[config.mk]
export PLATFORM = sky130hd
export DESIGN_NAME = pc_sequencer
export DESIGN_NICKNAME = d
export VERILOG_FILES = /design/src/rtl/pc_sequencer.sv
export SDC_FILE = /design/constraint.sdc
export NUM_CORES = 1
export LEC_CHECK = 0
export CAP_MARGIN = 20
export CORE_MARGIN = 3
export CORE_UTILIZATION = 37
export CTS_CLUSTER_DIAMETER = 200
export CTS_CLUSTER_SIZE = 25
export DETAILED_ROUTE_END_ITERATION = 7
export PLACE_DENSITY = 0.89
export SYNTH_ARGS = -nofsm -noshare
export SYNTH_HDL_FRONTEND = slang
export SYNTH_SLANG_ARGS = --single-unit
export TNS_END_PERCENT = 1
[constraint.sdc]
create_clock -name clk -period 2.26 [get_ports clk]
set_clock_uncertainty 0.15 [all_clocks]
set_input_delay 0.339 -clock clk [delete_from_list [all_inputs] [get_ports clk]]
set_output_delay 0.339 -clock clk [all_outputs]
set_load 0.01 [all_outputs]
[src/rtl/pc_sequencer.sv]
// pc_sequencer: fetch-address sequencer with BOOT/RUN/HANDLER control and fault detection.
// Define PC_SEQUENCER_PERF_EN to add the stall_cnt / redirect_cnt performance counters.
module pc_sequencer #(
  parameter logic [31:0] RESET_PC   = 32'h0000_3000,
  parameter logic [31:0] HANDLER_PC = 32'h0000_4180,
  parameter int          IMEM_WORDS = 4096
) (
  input  logic        clk,
  input  logic        clr_n,
  input  logic        stall,
  input  logic        branch,
  input  logic [31:0] br_target,
  input  logic        eret,
  input  logic [31:0] epc,
  input  logic        intreq,
  output logic [31:0] pc,
  output logic [31:0] pc8,
  output logic [11:0] imem_addr,
  output logic        fetch_valid,
  output logic        fetch_fault,
  output logic        in_handler
`ifdef PC_SEQUENCER_PERF_EN
  ,
  output logic [31:0] stall_cnt,
  output logic [31:0] redirect_cnt
`endif
);

  typedef enum logic [1:0] {
    S_BOOT    = 2'd0,
    S_RUN     = 2'd1,
    S_HANDLER = 2'd2
  } state_t;

  // 33-bit end address so a memory ending at 2^32 does not wrap to zero.
  localparam logic [32:0] IMEM_END = {1'b0, RESET_PC} + 33'(4 * IMEM_WORDS);

  state_t      r_state;
  state_t      w_state_nxt;
  logic [31:0] r_pc;
  logic [31:0] w_pc_nxt;
  logic        w_fault;
  logic        w_int_take;

  assign w_fault    = (r_pc[1:0] != 2'b00) || (r_pc < RESET_PC) || ({1'b0, r_pc} >= IMEM_END);
  assign w_int_take = (r_state == S_RUN) && intreq;

  always_comb begin
    w_state_nxt = r_state;
    w_pc_nxt    = r_pc;
    case (r_state)
      S_BOOT: w_state_nxt = S_RUN;
      S_RUN, S_HANDLER: begin
        if (w_int_take) begin
          w_pc_nxt    = HANDLER_PC;
          w_state_nxt = S_HANDLER;
        end else if (!stall) begin
          if (eret) begin
            w_pc_nxt    = epc;
            w_state_nxt = S_RUN;
          end else if (branch) begin
            w_pc_nxt = br_target;
          end else if (!w_fault) begin
            w_pc_nxt = r_pc + 32'd4;
          end
        end
      end
      default: begin
        w_state_nxt = S_BOOT;
        w_pc_nxt    = RESET_PC;
      end
    endcase
  end

  always_ff @(posedge clk or negedge clr_n) begin
    if (!clr_n) begin
      r_state <= S_BOOT;
      r_pc    <= RESET_PC;
    end else begin
      r_state <= w_state_nxt;
      r_pc    <= w_pc_nxt;
    end
  end

  assign pc          = r_pc;
  assign pc8         = r_pc + 32'd8;
  assign imem_addr   = 12'((r_pc - RESET_PC) >> 2);
  assign fetch_fault = w_fault;
  assign fetch_valid = (r_state != S_BOOT) && !w_fault;
  assign in_handler  = (r_state == S_HANDLER);

`ifdef PC_SEQUENCER_PERF_EN
  logic        w_active;
  logic        w_redirect;
  logic [31:0] r_stall_cnt;
  logic [31:0] r_redirect_cnt;

  assign w_active   = (r_state == S_RUN) || (r_state == S_HANDLER);
  assign w_redirect = w_int_take || (w_active && !stall && (eret || branch));

  always_ff @(posedge clk or negedge clr_n) begin
    if (!clr_n) begin
      r_stall_cnt    <= '0;
      r_redirect_cnt <= '0;
    end else begin
      if (w_active && stall) r_stall_cnt <= r_stall_cnt + 32'd1;
      if (w_redirect)        r_redirect_cnt <= r_redirect_cnt + 32'd1;
    end
  end

  assign stall_cnt    = r_stall_cnt;
  assign redirect_cnt = r_redirect_cnt;
`endif

endmodule

==> flow_summary.yaml <==
cells_and_area:
  area_of_the_multi_input_gates_um2: 1950
  nFillCells: 577
  area.sequential_um2: 857
  flow.area_growth_from_synthesis_pct: 80.4
  antenna-diode-count: 0
  postLayoutCellArea_um2: 5190
  layout.core_utilization: 0.701
  layout.nets: 651
  drive_above_1_share: 0.310
worst_setup_path:
  timing.critical_path.cells: "and4_1 > and3_4 > and3_4 > and3_4 > xor2_2 > buf_2"
  timing_worst_setup_path_type: "flop to primary output"
  worstSetupEndpointType: "primary output"
  crit_path_max_fanout: 4
  worstReg2RegStart: "pc[18]$_DFFE_PN0P_"
  critPathRequiredTime_ps: 1770
  setup.worst_path.start_class: "flop"
  r2r_setup_slack_ps: 50
  crit_path_dat_ps: 1960
  timing.critical_path.slowest_cell_delay_ps: 570
  cp_slowest_cell: "sky130_fd_sc_hd__dfstp_2"
  critical_path.most_common_cell: "sky130_fd_sc_hd__and3_4"
  startpoint: "pc[12]$_DFFE_PN1P_"
clock_tree:
  clock_tree_from_tritoncts: "yes"
  numCtsBuffers: 5
  numClockSinks: 34
  clk_transition_reported_paths_ps: 80
  max-clock-path-buffers: 2
  cts_htree_levels: 2
  worst_skew_pair.late_latency_ps: 300
  clock_tree.root_cell: "sky130_fd_sc_hd__clkbuf_8"
routing:
  wl_per_cell_um: 18.4
  detail-route-antenna-nets: 0
  drc_errors: 0
  detail_route.iter0.violations: 277
  vias: 3750
  detailedRoute.firstPassIterationCount: 6
  finalWirelength_mm: 12.4
  avgViaCountPerCell: 5.57
synth:
  distinct_cell_type_count_of_the_synthesized_netlist: 58
  synth.ff_latch_count: 34
  top_count_cell_post_synth: "sky130_fd_sc_hd__nand2_1"
  async_reset_ff_frac: 1.00
  synth-main-ff-cell: "sky130_fd_sc_hd__dfrtp_1"
  synth-edff-count: 0
  synthCells: 359
  synthesis.nets: 437
  yosys-top-cells-area: "sky130_fd_sc_hd__dfrtp_1, sky130_fd_sc_hd__xnor2_1, sky130_fd_sc_hd__nand2_1, sky130_fd_sc_hd__o21ai_0, sky130_fd_sc_hd__a22oi_1"
  mean_instance_size_in_the_synthesized_netlist_um2: 8.02
  synthTopCellsByCount: "sky130_fd_sc_hd__nand2_1, sky130_fd_sc_hd__dfrtp_1, sky130_fd_sc_hd__o21ai_0"
  mappedNetlistArea_um2: 2880
  post-synth-top-area-fraction: 0.278
  yosys_warnings: 0
  synth_area_leader_cell: "sky130_fd_sc_hd__dfrtp_1"
  synth_seq_area_share: 0.296
global_routing:
  grt_max_degree: 35
  grt_pass1_vias: 3711
  globalRoute.totalOverflow: 0
  grtUsageTotal: 0.273
  grt_antenna_before_repair: 0
  first_pass_grt_wire_length_mm: 18.9
timing:
  final.hold.worst_slack_ps: -22.5
  worst_pin_slew_ps: 805
  final_period_demand_of_the_worst_path_ps: 2450
  grt_setup_unrepaired: "true"
  fin_tns_setup_ps: -1690
  slew_viol_final: 0
  hold_viol_final: 32
  timing.final.crit_share: 1.08
  max_clock_freq_ghz: 0.409
  slew-limit-headroom: 0.463
  setup_violators_final: 19
  post_layout_worst_setup_margin_ps: -186
run_status:
  run_status: "finished, violations left"
  failing_checks: "negative hold slack, negative setup slack"
floorplan:
  std_cell_rows: 31
  die_area_um2: 8880
  num_io_pins: 149
  start_util: 0.389
  placeable_core_region_um2: 7410
  fp.dieW_um: 94.2
  die_h_um: 94.2
placed_design:
  dp_hpwl_mm: 9.64
  numPortBuffers: 148
  detailedPlace.worstSlack_ps: -359
  placed_area_um2: 4960
  gp_congestion: 0.950
power:
  post-layout-total-power_mw: 6.12
  vdd.ir_drop.worst_mv: 0.819
  switching_share: 0.435
  p_switching_mw: 2.66
  clkPwrFrac: 0.075
  p_seq_frac: 0.183
  p_comb_frac: 0.742
  p_int_mw: 3.46
  total_leakage_power_nw: 2.28
  p_per_area_nw_per_um2: 1180
run:
  cap_violations: 0
worst_hold_path:
  worst_hold_path_type: "input pin to async pin"
==> final cells by class <==
type                    instances  share of cell area
multi-input cells             274               0.375
clock inverters                 2             0.00193
clock buffers                   6              0.0140
well taps                      99              0.0238
flip-flops and latches         34               0.165
inverters                      12             0.00867
repair buffers                246               0.411
==> worst max-delay path: cells and delay by family (launching register included) <==
family | cells | cell delay (ps)
and+or+nand+nor | 4 | 820
xor gates and xnor gates | 1 | 130
DFF | 1 | 570
buffers and inverters | 1 | 140
==> flip-flops by register name (all words and copies together), names as in the netlist <==
name	cells
r_state	2
pc	32
==> metrics by stage <==
step	hold WS, ps	instances
2_1_floorplan	-107	359
3_3_place_gp	306	661
3_5_place_dp	330	661
4_1_cts	6.42	671
5_1_grt	36.3	673
6_report	-22.5	673
==> cells by family (layout without fill, tap and decap cells) <==
logic type / after synthesis / after routing / share of synthesized area
AND/OR/NAND/NOR: 129 / 129 / 0.223
AO/OA/AOI/OAI: 104 / 104 / 0.248
buffers and inverters: 51 / 266 / 0.0969
flip-flops: 34 / 34 / 0.296
XOR/XNOR: 31 / 31 / 0.0943
adder cells (fa/ha/maj): 8 / 8 / 0.0348
multiplexers: 2 / 2 / 0.00695
==> cell usage in the layout (no fill, tap or decap), drive strengths merged, types with 4 or more instances in the layout <==
cell type | netlist | routed
or2 | 4 | 4
nor3 | 9 | 9
xnor2 | 20 | 20
clkdlybuf4s50 | 0 | 119
clkbuf | 14 | 6
nand2 | 44 | 44
inv | 12 | 12
dfrtp | 32 | 32
a21oi | 12 | 12
a22o | 8 | 8
o22ai | 7 | 7
nand3 | 15 | 15
nor2 | 24 | 24
nor4 | 4 | 4
ha | 8 | 8
xor2 | 11 | 11
nand4 | 7 | 7
buf | 25 | 120
o22a | 4 | 4
a31oi | 8 | 8
and3 | 8 | 8
o21ai | 26 | 26
a22oi | 15 | 15
==> power by group through the flow <==
stage	clock, mW	combinational (mW)	sequential, mW
after floorplan	0	1.85	1.26
after global placement	0	4.31	1.07
after detailed placement	0	4.42	1.09
after CTS	0.458	4.40	1.09
after global routing	0.481	4.83	1.15
final	0.459	4.54	1.12
==> layer usage <==
metal  vias to the layer above  track usage  share of wire
met1                      1799        0.355           0.40
met4                         0       0.0818          0.018
li1                       1714            -              -
met2                       216        0.457           0.50
met3                        21       0.0497          0.083
met5                         -            0              0
==> final timing paths <==
kind	to	depth (start not counted)
setup / recovery	pc8[25]	6
hold / removal	pc[27]$_DFFE_PN0P_	1
setup reg to reg	pc[8]$_DFFE_PN0P_	8
hold reg to reg	pc[31]$_DFFE_PN0P_	3
max in group asynchronous	pc[3]$_DFFE_PN0P_	1
min in group clk	pc[31]$_DFFE_PN0P_	3
==> repair_timing <==
item                                    in CTS  in global routing
gates resized for setup                    123                 24
endpoints found under the setup margin      46                 47
pin swaps                                   18                  8
setup buffers                                2                  2
gates cloned                                 0                  0
hold buffers                                 0                  0
Power figures use the tool's default switching activity.
